File: src/rtl/led_pattern_gen.sv
// LED pattern source: a prescaled step engine with four animation modes.
// A debounced push-button cycles through the modes.
module led_pattern_gen #(
    parameter int unsigned WIDTH     = 4,
    parameter int unsigned STEP_DIV  = 6750000,
    parameter int unsigned DB_CYCLES = 270000
) (
    input  logic             clk,
    input  logic             rst,
    input  logic             btn,
    input  logic             en,
    output logic [WIDTH-1:0] pattern,
    output logic [1:0]       mode,
    output logic             step_tick
);

    localparam int unsigned PscW = (STEP_DIV > 1) ? $clog2(STEP_DIV) : 1;
    localparam int unsigned DbW  = (DB_CYCLES > 1) ? $clog2(DB_CYCLES) : 1;
    localparam logic [PscW-1:0] PscLast = PscW'(STEP_DIV - 1);
    localparam logic [DbW-1:0]  DbLast  = DbW'(DB_CYCLES - 1);

    typedef enum logic [1:0] {
        ModeCount  = 2'd0,
        ModeShift  = 2'd1,
        ModeBounce = 2'd2,
        ModeFill   = 2'd3
    } mode_e;

    logic             btn_s1_q, btn_s1_d;
    logic             btn_s2_q, btn_s2_d;
    logic             stable_q, stable_d;
    logic             stable_dly_q, stable_dly_d;
    logic [DbW-1:0]   db_cnt_q, db_cnt_d;
    logic [PscW-1:0]  psc_q, psc_d;
    logic [WIDTH-1:0] pattern_q, pattern_d;
    mode_e            mode_q, mode_d;
    logic             dir_left_q, dir_left_d;
    logic             step_tick_q, step_tick_d;

    logic press;
    logic tick;

    function automatic logic [WIDTH-1:0] init_pattern(input mode_e m);
        if (m == ModeShift || m == ModeBounce) begin
            return WIDTH'(1);
        end
        return '0;
    endfunction

    always_comb begin
        btn_s1_d     = btn;
        btn_s2_d     = btn_s1_q;
        stable_d     = stable_q;
        stable_dly_d = stable_q;
        db_cnt_d     = '0;
        psc_d        = psc_q;
        pattern_d    = pattern_q;
        mode_d       = mode_q;
        dir_left_d   = dir_left_q;
        step_tick_d  = 1'b0;

        // Accept a new level only after it has persisted for DB_CYCLES cycles.
        if (btn_s2_q != stable_q) begin
            if (db_cnt_q == DbLast) begin
                stable_d = btn_s2_q;
            end else begin
                db_cnt_d = db_cnt_q + DbW'(1);
            end
        end

        press = stable_q & ~stable_dly_q;
        tick  = en && (psc_q == PscLast);

        if (en) begin
            psc_d = tick ? '0 : psc_q + PscW'(1);
        end

        if (press) begin
            // A press overrides a coincident tick entirely.
            mode_d     = mode_e'(mode_q + 2'd1);
            pattern_d  = init_pattern(mode_d);
            psc_d      = '0;
            dir_left_d = 1'b1;
        end else if (tick) begin
            step_tick_d = 1'b1;
            unique case (mode_q)
                ModeCount: pattern_d = pattern_q + WIDTH'(1);
                ModeShift: pattern_d = (pattern_q << 1) | (pattern_q >> (WIDTH - 1));
                ModeBounce: begin
                    if (dir_left_q) begin
                        if (pattern_q[WIDTH-1]) begin
                            pattern_d  = pattern_q >> 1;
                            dir_left_d = 1'b0;
                        end else begin
                            pattern_d = pattern_q << 1;
                        end
                    end else begin
                        if (pattern_q[0]) begin
                            pattern_d  = pattern_q << 1;
                            dir_left_d = 1'b1;
                        end else begin
                            pattern_d = pattern_q >> 1;
                        end
                    end
                end
                ModeFill: pattern_d = (&pattern_q) ? '0 : ((pattern_q << 1) | WIDTH'(1));
                default:  pattern_d = pattern_q;
            endcase
        end
    end

    always_ff @(posedge clk) begin
        if (rst) begin
            btn_s1_q     <= 1'b0;
            btn_s2_q     <= 1'b0;
            stable_q     <= 1'b0;
            stable_dly_q <= 1'b0;
            db_cnt_q     <= '0;
            psc_q        <= '0;
            pattern_q    <= '0;
            mode_q       <= ModeCount;
            dir_left_q   <= 1'b1;
            step_tick_q  <= 1'b0;
        end else begin
            btn_s1_q     <= btn_s1_d;
            btn_s2_q     <= btn_s2_d;
            stable_q     <= stable_d;
            stable_dly_q <= stable_dly_d;
            db_cnt_q     <= db_cnt_d;
            psc_q        <= psc_d;
            pattern_q    <= pattern_d;
            mode_q       <= mode_d;
            dir_left_q   <= dir_left_d;
            step_tick_q  <= step_tick_d;
        end
    end

    assign pattern   = pattern_q;
    assign mode      = mode_q;
    assign step_tick = step_tick_q;

endmodule

File: config.mk
export PLATFORM = sky130hd
export DESIGN_NAME = led_pattern_gen
export DESIGN_NICKNAME = d
export VERILOG_FILES = /design/src/rtl/led_pattern_gen.sv
export SDC_FILE = /design/constraint.sdc
export NUM_CORES = 1
export LEC_CHECK = 0
export BUFFER_PORTS_ARGS = -buffer_cell sky130_fd_sc_hd__buf_2
export CAP_MARGIN = 5
export CORE_AREA = 10 10 78 80
export CTS_CLUSTER_SIZE = 28
export DETAILED_ROUTE_END_ITERATION = 7
export DIE_AREA = 0 0 88 90
export PLACE_DENSITY = 0.84
export SYNTH_ARGS = -nofsm -noshare
export SYNTH_HDL_FRONTEND = slang
export SYNTH_SLANG_ARGS = --single-unit
export TNS_END_PERCENT = 20
File: constraint.sdc
create_clock -name clk -period 2.9 [get_ports clk]
set_clock_uncertainty 0.2 [all_clocks]
set_input_delay 0.58 -clock clk [delete_from_list [all_inputs] [get_ports clk]]
set_output_delay 0.58 -clock clk [all_outputs]
set_load 0.02 [all_outputs]
# Yosys cells after proc, flatten, opt, wreduce, memory -nomap -nowiden
# Index checks and enable logic that the tools add are counted.
[word_totals]
register_bits = 54
inputBits = 4
[classes]
n_addsub = 4
eq_ne = 8
muxes = 16
n_bitwise = 4
reduce_logical = 9
[ops]
columns = ["operator", "count"]
rows = [
  ["$mux W4", 8],
  ["$add A23 B1 Y23 const B", 1],
  ["$eq A23 B23 Y1 const B", 1],
  ["$mux W23", 1],
  ["$add A19 B1 Y19 const B", 1],
  ["$eq A19 B19 Y1 const B", 1],
  ["$pmux W4 S4", 1],
  ["$eq A2 B2 Y1 const B", 3],
  ["$mux W1", 6],
  ["$add A4 B1 Y4 const B", 1],
  ["$eq A2 B1 Y1 const B", 2],
  ["$or A4 B1 Y4", 1],
  ["$reduce_and A2 Y1", 2],
  ["$reduce_and A4 Y1", 1],
  ["$reduce_or A3 Y1", 1],
  ["$add A2 B1 Y2 const B", 1],
  ["$logic_not A2 Y1", 1],
  ["$not A1 Y1", 2],
  ["$reduce_bool A2 Y1", 1],
  ["$reduce_or A2 Y1", 1],
  ["$and A1 B1 Y1", 1],
  ["$logic_and A1 B1 Y1", 1],
  ["$logic_or A1 B1 Y1", 1],
  ["$ne A1 B1 Y1", 1],
]

# Longest topological paths before layout
[depth]
word_depth = 7
mapped_depth = 8

# Worst setup path after synthesis
# No wires, ideal clock.
[synth_timing]
path_kind = "input-to-reg"
start = "input en"
end = "register pattern_q[0] (netlist: pattern[0])"
setup_time_ns = 0.066
arrival_ns = 2.027
t_required_ns = 2.634
slack_ns = 0.607
path_stages = 6
path_buffers = 2
cell_sequence = "clkdlybuf4s15_2 -> nand4_1 -> or4_4 -> buf_6 -> a211o_1 -> a21oi_2"
[synth_between]
elab_chain_len = 2
[synth_lines]
columns = ["element", "line", "source"]
rows = [
  ["start: declaration", "11", "input logic en,"],
  ["$logic_and A1 B1 Y1", "72", "tick = en && (psc_q == PscLast);"],
  ["$reduce_bool A2 Y1 (no source line)", "n/a", ""],
  ["end signal: assignment", "131", "pattern_q <= pattern_d;"],
  ["end: declaration", "35", "logic [WIDTH-1:0] pattern_q, pattern_d;"],
]
# No other way between the ends.
# A chain may end at the register's enable or synchronous reset.

# Worst setup path after layout
[layout_timing]
start = "register db_cnt_q[13]"
end = "register db_cnt_q[4]"
[layout_between]
elab_chain_len = 2
[layout_lines]
columns = ["element", "line", "source"]
rows = [
  ["start: declaration", "33", "logic [DbW-1:0] db_cnt_q, db_cnt_d;"],
  ["start signal: assignment", "129", "db_cnt_q <= db_cnt_d;"],
  ["$eq A19 B19 Y1", "64", "if (db_cnt_q == DbLast) begin"],
  ["$reduce_or A3 Y1 (no source line)", "n/a", ""],
]
# No other way between the ends.

==> impl_metrics.json <==
{
  "postCtsHoldBufs": 0,
  "core_area_sq_um": 4600,
  "fin_tns_setup_ps": 0,
  "ys_top_cells_by_area": "dfxtp_1, xor2_1, nor2_1",
  "fin_area_sq_um": 2790,
  "worstHoldStart": "btn_s1_q",
  "clockRootBuffer": "clkbuf_8",
  "fp.dieH_microns": 90,
  "cts_htree_levels": 2,
  "vias": 2082,
  "die_x_microns": 88,
  "yosys.area.top_type_share": 0.410,
  "viasPerCell": 5.61,
  "ys.flop_type": "dfxtp_1",
  "worstPathMaxFanout": 19,
  "clk_latency_ps": 310,
  "io_pins": 11,
  "endpoint_kind": "flip-flop",
  "post-route-util": 0.606,
  "crit_type": "reg2reg",
  "grt_max_degree": 21,
  "hold_violations": 0,
  "p_leak_nw": 0.975,
  "dieArea_sq_um": 7920,
  "rr_startpoint": "db_cnt_q[13]",
  "r2r_end": "db_cnt_q[4]",
  "syn_area_sq_um": 2640,
  "postCtsSetupRepairBufs": 0,
  "gp_congestion": 0.927,
  "ys_warn_count": 0,
  "drv_slew": 0,
  "drv_cap": 0,
  "reg2reg_depth": 5,
  "synth.ff_latch_count": 54,
  "crit_arrival_ps": 2150,
  "port_buffers": 10,
  "relSlewSlack": 0.570,
  "drive_gt1_frac": 0.0915,
  "final_cells": 371,
  "antennaDiodeCount": 0,
  "cts_resized": 0,
  "cts_tree": "yes",
  "wl_per_cell_microns": 12.9,
  "power_density_nw_per_um2": 437,
  "period_needed_ps": 2140,
  "avgSynthCellArea_sq_um": 8.56,
  "synth_top_area_cell": "dfxtp_1",
  "setup_violations": 0,
  "overflow": 0,
  "fin_crit_sh": 0.738,
  "async_flop_share": 0,
  "synth_nets": 320,
  "reg2reg_slack_ps": 760,
  "grt_pass1_vias": 1968,
  "status": "completed",
  "worst_pin_slew_ps": 639,
  "drt-total-wl_microns": 4770,
  "postPlaceCellArea_sq_um": 2690,
  "area_growth_pct": 5.79,
  "cts_buffers": 5,
  "fillCellCount": 394,
  "start_util": 0.573,
  "ir_drop_mv": 0.282,
  "hold_depth": 1,
  "dpl.cell_count": 363,
  "hold_class": "reg2reg",
  "critical_path_required_ps": 2910,
  "antenna_left": 0,
  "grt_use_total": 0.126,
  "clock_sinks": 54,
  "drtIter0Drc": 104,
  "fmax_ghz": 0.467,
  "synth.distinct_cells": 46,
  "synth_seq_area_share": 0.410,
  "nNetsFinal": 328,
  "num_rows": 25,
  "grt_pass1_wl_microns": 8360,
  "grt_antenna_before_repair": 0,
  "drt_pass1_iterations": 4,
  "netlist_instances": 308,
  "synth-edff-count": 0,
  "cts.path.max_buffers": 2,
  "path_clk_slew_ps": 90,
  "drcViolationCount": 0,
  "cp-start-kind": "flip-flop",
  "rsz0062_at_grt": "no",
  "holdPathEnd": "btn_s2_q",
  "dp_hpwl_microns": 3380,
  "p_total_w": 0.00122
}
-- report_power, final --
part / internal [W] / leakage [nW] / switching, W
clock: 0.000197 / 0.0478 / 0.000250
combinational: 0.00000829 / 0.492 / 0.0000147
sequential: 0.000745 / 0.436 / 0.00000324
-- registers in the layout, indices dropped and copies added, names as in the netlist --
register	flops
mode	2
step_tick	1
btn_s2_q	1
stable_dly_q	1
btn_s1_q	1
psc_q	23
dir_left_q	1
db_cnt_q	19
stable_dly_d	1
pattern	4
-- critical path, cell delays in order, from the launching register on --
cell and delay [ps]:
dfxtp_1 360, or4_1 530, nor4_1 470, or3_1 170
buf_4 220, nor2_1 80
-- per-stage QoR --
step / worst slack [ps] / hold slack [ps]
floorplan: 607 / 214
global placement: 701 / 225
detailed placement: 666 / 238
CTS: 767 / 258
global route: 621 / 269
finish: 759 / 252
-- cells in the mapped netlist, types with 7 or more instances --
cell type,number
ha_1,8
nor3_1,7
nor2_1,52
inv_1,9
o21ai_0,7
nand3_1,21
xnor2_1,16
nand4_1,12
xor2_1,23
dfxtp_1,54
a21oi_1,12
nand2_1,22
-- area by class of cell --
cell class | instances | area, sq um | share of cell area
well taps | 54 | 67.6 | 0.0242
multi-input cells | 234 | 1440 | 0.517
flip-flops and latches | 54 | 1080 | 0.388
clock inverters | 2 | 16.3 | 0.00583
inverters | 9 | 33.8 | 0.0121
repair buffers | 12 | 65.1 | 0.0233
clock buffers | 6 | 82.6 | 0.0296
-- cells in the final DEF (no fill, tap or decap), types with 2 or more instances in the layout --
master    count
nand3_1      21
xnor2_1      16
dfxtp_1      54
and4_2        2
clkbuf_8      6
inv_1         9
buf_2        10
nand2_1      22
nor4_1        3
nand2b_1      6
buf_4         2
nor2_1       52
nand4_1      12
nor2b_1       5
and4_1        6
a21oi_1      12
nor3_1        7
and3_1        6
or3_1         3
o21ai_0       7
ha_1          8
xor2_1       23
o22ai_1       2
-- routing by layer --
metal / global-route usage / part of all wire
met4: 0.0559 / 0.021
met3: 0.0298 / 0.046
met2: 0.210 / 0.47
met1: 0.146 / 0.46
met5: 0 / 0
-- kinds of logic after synthesis --
group	Yosys count	share of synthesized area
muxes	1	0.00380
buffers and inverters	20	0.0427
and+or+nand+nor	155	0.304
DFF	54	0.410
adders and majority gates	8	0.0380
AOI/OAI and AO/OA	31	0.0712
xor gates and xnor gates	39	0.130
-- worst max-delay path by stage --
stage,cells after the start,slack (ps),endpoint,start
after floorplan,6,610,pattern[0],en
after global placement,6,700,psc_q[2],en
after detailed placement,6,670,psc_q[18],en
after CTS,5,770,db_cnt_q[13],db_cnt_q[13]
after global routing,6,620,psc_q[22],psc_q[17]
final,5,760,db_cnt_q[4],db_cnt_q[13]
No activity file was read; power rests on OpenSTA's default activity.
